## config.mk

```make
export PLATFORM = sky130hd
export DESIGN_NAME = fir_coef_loader
export DESIGN_NICKNAME = d
export VERILOG_FILES = /design/src/rtl/fir_coef_loader.sv
export SDC_FILE = /design/constraint.sdc
export NUM_CORES = 1
export LEC_CHECK = 0
export CAP_MARGIN = 40
export CELL_PAD_IN_SITES_DETAIL_PLACEMENT = 0
export CELL_PAD_IN_SITES_GLOBAL_PLACEMENT = 1
export CORE_MARGIN = 10
export CORE_UTILIZATION = 35
export DETAILED_ROUTE_END_ITERATION = 6
export HOLD_SLACK_MARGIN = 0.08
export PLACE_DENSITY_LB_ADDON = 0.08
export SYNTH_ARGS = -nofsm -noshare
export SYNTH_HDL_FRONTEND = slang
export SYNTH_SLANG_ARGS = --single-unit
```

## constraint.sdc

```tcl
create_clock -name clk -period 3 [get_ports clk]
set_clock_uncertainty 0.1 [all_clocks]
set_input_delay 0.75 -clock clk [delete_from_list [all_inputs] [get_ports clk]]
set_output_delay 0.75 -clock clk [all_outputs]
set_load 0.005 [all_outputs]
```

## src/rtl/fir_coef_loader.sv

```systemverilog
// Host-side sequencer that streams 16-bit coefficients (MSB byte then LSB byte)
// into one FIR coefficient RAM, holding the filter bank off while it rewrites.
module fir_coef_loader #(
    parameter int         taps_per_filter = 4,
    parameter int         WR_SPACING      = 4,
    parameter logic [8:0] COEFS_RESET     = 9'd255
) (
    input  logic                       clk,
    input  logic                       reset,
    input  logic                       start,
    input  logic [7:0]                 band,
    input  logic [8:0]                 coef_count,
    input  logic                       abort,
    input  logic [7:0]                 in_byte,
    input  logic                       in_valid,
    output logic                       in_ready,
    output logic                       coef_addr_rst,
    output logic                       coefficient_wr_en,
    output logic [taps_per_filter-1:0] coef_select,
    output logic [7:0]                 coef_wr_msb_data,
    output logic [7:0]                 coef_wr_lsb_data,
    output logic [7:0]                 coefs_per_tap_lsb,
    output logic                       coefs_per_tap_msb,
    output logic                       fir_hold,
    output logic                       busy,
    output logic                       done,
    output logic                       error
);

    localparam int SEL_W = taps_per_filter;
    localparam int SPW   = $clog2(WR_SPACING + 1);

    typedef enum logic [2:0] {
        IDLE, ADDR_RST, GET_MSB, GET_LSB, WRITE, SPACE, FINISH
    } state_t;

    typedef struct packed {
        logic [7:0] band;
        logic [8:0] count;
    } load_req_t;

    state_t     state_q;
    load_req_t  req_q;
    logic [8:0] written_q, written_d;
    logic [SPW-1:0] space_q;
    logic [SEL_W-1:0] sel_q;
    logic [7:0] msb_q, lsb_q;
    logic [8:0] coefs_q;
    logic       addr_rst_q, wr_en_q, fir_hold_q, busy_q, done_q, error_q;

    logic start_ok, space_last;

    assign start_ok   = (coef_count != 9'd0) && (int'(band) < taps_per_filter);
    assign space_last = (space_q == SPW'(WR_SPACING - 1));
    assign written_d  = written_q + 9'd1;

    always_ff @(posedge clk or posedge reset) begin
        if (reset) begin
            state_q    <= IDLE;
            req_q      <= '0;
            written_q  <= '0;
            space_q    <= '0;
            sel_q      <= '0;
            msb_q      <= '0;
            lsb_q      <= '0;
            coefs_q    <= COEFS_RESET;
            addr_rst_q <= 1'b0;
            wr_en_q    <= 1'b0;
            fir_hold_q <= 1'b0;
            busy_q     <= 1'b0;
            done_q     <= 1'b0;
            error_q    <= 1'b0;
        end else begin
            addr_rst_q <= 1'b0;
            wr_en_q    <= 1'b0;
            done_q     <= 1'b0;
            error_q    <= 1'b0;
            // Abort outranks byte acceptance and every state transition.
            if (abort && state_q != IDLE) begin
                state_q    <= IDLE;
                error_q    <= 1'b1;
                fir_hold_q <= 1'b0;
                busy_q     <= 1'b0;
            end else begin
                case (state_q)
                    IDLE: begin
                        if (start) begin
                            if (start_ok) begin
                                req_q      <= '{band: band, count: coef_count};
                                written_q  <= '0;
                                sel_q      <= SEL_W'(band);
                                addr_rst_q <= 1'b1;
                                fir_hold_q <= 1'b1;
                                busy_q     <= 1'b1;
                                state_q    <= ADDR_RST;
                            end else begin
                                error_q <= 1'b1;
                            end
                        end
                    end
                    ADDR_RST: state_q <= GET_MSB;
                    GET_MSB: begin
                        if (in_valid) begin
                            msb_q   <= in_byte;
                            state_q <= GET_LSB;
                        end
                    end
                    GET_LSB: begin
                        if (in_valid) begin
                            lsb_q   <= in_byte;
                            wr_en_q <= 1'b1;
                            state_q <= WRITE;
                        end
                    end
                    WRITE: begin
                        written_q <= written_d;
                        space_q   <= '0;
                        state_q   <= SPACE;
                    end
                    // The filter bumps its write address a few clocks after the
                    // strobe, so the next strobe must not arrive before then.
                    SPACE: begin
                        if (space_last) begin
                            if (written_q == req_q.count) begin
                                coefs_q <= req_q.count;
                                done_q  <= 1'b1;
                                state_q <= FINISH;
                            end else begin
                                state_q <= GET_MSB;
                            end
                        end else begin
                            space_q <= space_q + SPW'(1);
                        end
                    end
                    FINISH: begin
                        fir_hold_q <= 1'b0;
                        busy_q     <= 1'b0;
                        state_q    <= IDLE;
                    end
                    default: state_q <= IDLE;
                endcase
            end
        end
    end

    assign in_ready          = (state_q == GET_MSB) || (state_q == GET_LSB);
    assign coef_addr_rst     = addr_rst_q;
    assign coefficient_wr_en = wr_en_q;
    assign coef_select       = sel_q;
    assign coef_wr_msb_data  = msb_q;
    assign coef_wr_lsb_data  = lsb_q;
    assign coefs_per_tap_lsb = coefs_q[7:0];
    assign coefs_per_tap_msb = coefs_q[8];
    assign fir_hold          = fir_hold_q;
    assign busy              = busy_q;
    assign done              = done_q;
    assign error             = error_q;

endmodule

```

==> impl_results.md, run 1 <==
- Least-Margin Pin Slew: 618.6 ps
- Worst Setup End Kind: flip-flop
- Setup ws final: 124.4 ps
- Crit path max fanout: 10
- DR iter-0 viols: 88
- Die Wd: 108.2 um
- Max Fclk: 347.8 MHz
- Slowest stage delay, CP: 570 ps
- Final #Nets: 345
- Clock-pin slew on the worst setup and hold paths: 70 ps
- Startpoint Class: input port
- Static Leak: 1.615 nW
- Remaining global-route overflow: 0
- Remaining DRCs: 0
- Critical path type: input port to flip-flop
- Final Max Slew Viols: 0
- Drt total wl: 6.698 mm
- N_diodes: 0
- Fin crit share: 95.85%
- TritonCTS clock tree: built
- R2R cell count: 8
- Reg area: 0.001461 mm^2
- Netlist cell types: 39
- Synth Warn #: 0
- Initial core utilization: 35.60%
- CP bufs+invs: 2
- Core ar.: 0.007647 mm^2
- Levels on crit path: 7
- Worst EP arrival: 2980 ps
- Tot GR Track Use: 12.32%
- DP Wirelength: 5.017 mm
- Share of layout cells above drive strength 1: 24.92%
- Root Driver: clkbuf_8
- RSZ-0062 raised after global routing: no
- Vias/cell: 4.890
- Clock buffer depth: 2
- RR Endpoint: state_q[2]
- CP cell instances: clkdlybuf4s50_1 -> or4_1 -> nor3_4 -> a31oi_2 -> a2111oi_4 -> buf_4 -> mux2_2
- Placed instance area: 0.003523 mm^2
- Slowest cell on the critical path: or4_1
- Met3 wire len: 373 um
- Largest net degree at the start of global routing: 29
- Die Ht: 108.2 um
- Antenna Nets Post-Route: 0
- Min Hold Slack: 406.6 ps
- Flop2flop setup slack: 560 ps
- Crit path launch: band[6]
- Synthesized cell area: 0.002723 mm^2
- Initial antenna violation count: 0
- Highest metal used: met4
- Multi-input logic area: 0.001171 mm^2
- Worst EP required: 3110 ps
- Max-Cap Viols: 0
- Power Dens Cells: 744.1 mW/mm^2
- Run status: completed
- Die area: 0.01171 mm^2
- IO buf count: 65
- Clk Latency, worst-skew pair: 320 ps
- CP top delay family: simple AND/OR/NAND/NOR gates
- Post CTS Setup Buffer Count: 0
- Routed wl met2: 3.137 mm
- Avg Cell Area, Syn: 11.69 um^2
- Final Cell Area: 0.003744 mm^2
- Router iterations before antenna repair: 4
- Num rows: 32
- Final Hold Viols: 0
- Area growth, synth to finish: 37.50%
- Normalized max-slew margin: 58.70%
- End of the critical path: coef_wr_lsb_data[6]
- Reg2reg start: space_q[0]
- Min-delay worst type: flip-flop to flip-flop
- Worst IR Drop VDD: 0.3435 mV
- # fillers: 726
- Via count: 2049
- Synthesized flop and latch total: 58
- DRT met1 WL: 3.150 mm
- Post-synth top area cell: dfrtp_1
- Total I/O pin count: 66
- Syn Nets: 266
- H-tree Lvls: 3
- Final weighted congestion in routability-driven placement: 0.8026
- Post-synthesis sequential area ratio: 53.68%
- Period minus WS final: 2876 ps
- WL per Instance: 15.99 um
- Top post-synthesis cells by area: dfrtp_1 (46%), mux2_2 (15%), dfstp_2 (7.7%)
- Placed Cells incl. Taps: 403
- Clock sink count: 58
- DP Worst Slack: -266.2 ps
- Setup_tns: 0 ps
- Layout Cells excl Fill: 419
- First-pass GRT wire length: 11.36 mm
- Final Setup Violations: 0
- Num CTS Buffers: 9
- Number of global-route vias before repair: 2169
- Share of the synthesized area in the top cell type: 45.96%
- Post-Syn Instances: 233
## Yosys cell counts
cell and instances:
dfrtp_1 50, mux2_2 36, nor2_1 18, nand2_1 17, o21ai_0 14, xor2_1 9, dfstp_2 8, inv_1 8
nand3_1 8, a21oi_1 7, nor3_1 6, nor4_1 5, o31ai_1 5, a31oi_1 4, clkbuf_8 3, ha_1 3
nand2b_1 3, nor2b_1 3, a21o_2 2, a41oi_1 2, clkbuf_1 2, mux2i_1 2, or2_2 2, a2111oi_4 1
a211o_1 1, a22o_1 1, and3_1 1, buf_2 1, buf_4 1, buf_6 1, maj3_1 1, nand3b_1 1
nand4_1 1, nor3_2 1, nor3b_1 1, nor4_2 1, nor4bb_1 1, or3b_2 1, or4_1 1
## area by class of cell
| cell class | instances | area share (%) |
|---|---|---|
| Inverter | 8 | 0.8021 |
| Sequential cell | 58 | 39.04 |
| Timing Repair Buffer | 76 | 19.92 |
| Multi-Input combinational cell | 159 | 31.28 |
| Clock buffer | 14 | 4.612 |
| Tap cell | 102 | 3.409 |
| Clock inverter | 2 | 0.9358 |
## placed cells by master (no fill, tap or decap), types with 2 or more instances in the layout
cell type and n:
a21o_2 2, a21oi_1 7, a31oi_1 3, a41oi_1 2, buf_4 10, clkbuf_1 2
clkbuf_8 12, clkdlybuf4s50_1 65, dfrtp_1 50, dfstp_2 8, ha_1 3, inv_1 7
mux2_2 36, mux2i_1 2, nand2_1 17, nand2b_1 3, nand3_1 8, nor2_1 18
nor2b_1 3, nor3_1 6, nor4_1 5, o21ai_0 14, o31ai_1 5, or2_2 2
xor2_1 9
## worst register-to-register path, stage by stage, from the launching register on
cell	delay (ps)
dfrtp_1	400
ha_1	210
ha_1	260
nor4bb_1	370
nor3_1	100
a31oi_2	300
a2111oi_4	90
buf_4	200
or2_2	290
## power breakdown
part / leakage, nW / internal [mW] / switching [mW]
Sequential: 0.731 / 0.999 / 0.190
Clock: 0.107 / 0.452 / 0.299
Combinational: 0.778 / 0.530 / 0.316
## worst min-delay path by stage
stage / cells past startpoint / slack (ps) / to / start
2_1_floorplan: 1 / 350 / space_q[0] / space_q[0]
3_3_place_gp: 1 / 380 / coef_select[3] / coef_select[3]
3_5_place_dp: 1 / 390 / coef_select[2] / coef_select[2]
4_1_cts: 1 / 400 / space_q[0] / space_q[0]
5_1_grt: 1 / 420 / coef_wr_lsb_data[4] / coef_wr_lsb_data[4]
6_report: 1 / 410 / space_q[0] / space_q[0]
## per-stage QoR
| stage | total power [mW] | util [%] |
|---|---|---|
| 2_1_floorplan | 1.607 | - |
| 3_3_place_gp | 2.049 | 46.07 |
| 3_5_place_dp | 2.058 | 46.07 |
| 4_1_cts | 2.832 | 48.79 |
| 5_1_grt | 2.979 | 48.95 |
| 6_report | 2.786 | 48.95 |
## logic make-up after synthesis
kind of cell,synth area share [%]
flip-flops,53.68
buffers and inverters,3.768
AO/OA/AOI/OAI,9.100
adder cells (fa/ha/maj),1.746
AND/OR/NAND/NOR,13.19
multiplexers,15.63
XOR/XNOR,2.895
## state kept, by name, summed over array words and instances (netlist names), 3 cells and up
signal            flops
coefs_q               9
coef_select           4
space_q               3
written_q             9
coef_wr_lsb_data      8
req_q                 9
state_q               3
coef_wr_msb_data      8
## repair_timing
action	CTS	global route
hold buffers	0	0
endpoints found under the setup margin	0	8
resized for setup	0	2
## routing by layer
layer | up-vias | global-route usage, %
met4 | 0 | 4.008
met5 | - | 0
li1 | 993 | -
met3 | 2 | 4.283
met2 | 47 | 18.45
met1 | 1007 | 16.22
(Power assumes the default switching activity.)
==> inputs of run 2 (changes only) <==
--- a/config.mk
+++ b/config.mk
@@ -10,6 +10,7 @@
 export CELL_PAD_IN_SITES_GLOBAL_PLACEMENT = 1
 export CORE_MARGIN = 10
 export CORE_UTILIZATION = 35
+export CTS_CLUSTER_SIZE = 30
 export DETAILED_ROUTE_END_ITERATION = 6
 export HOLD_SLACK_MARGIN = 0.08
 export PLACE_DENSITY_LB_ADDON = 0.08
==> results of run 2 <==
No change in the layout: final DEF, timing and power equal those of run 1.
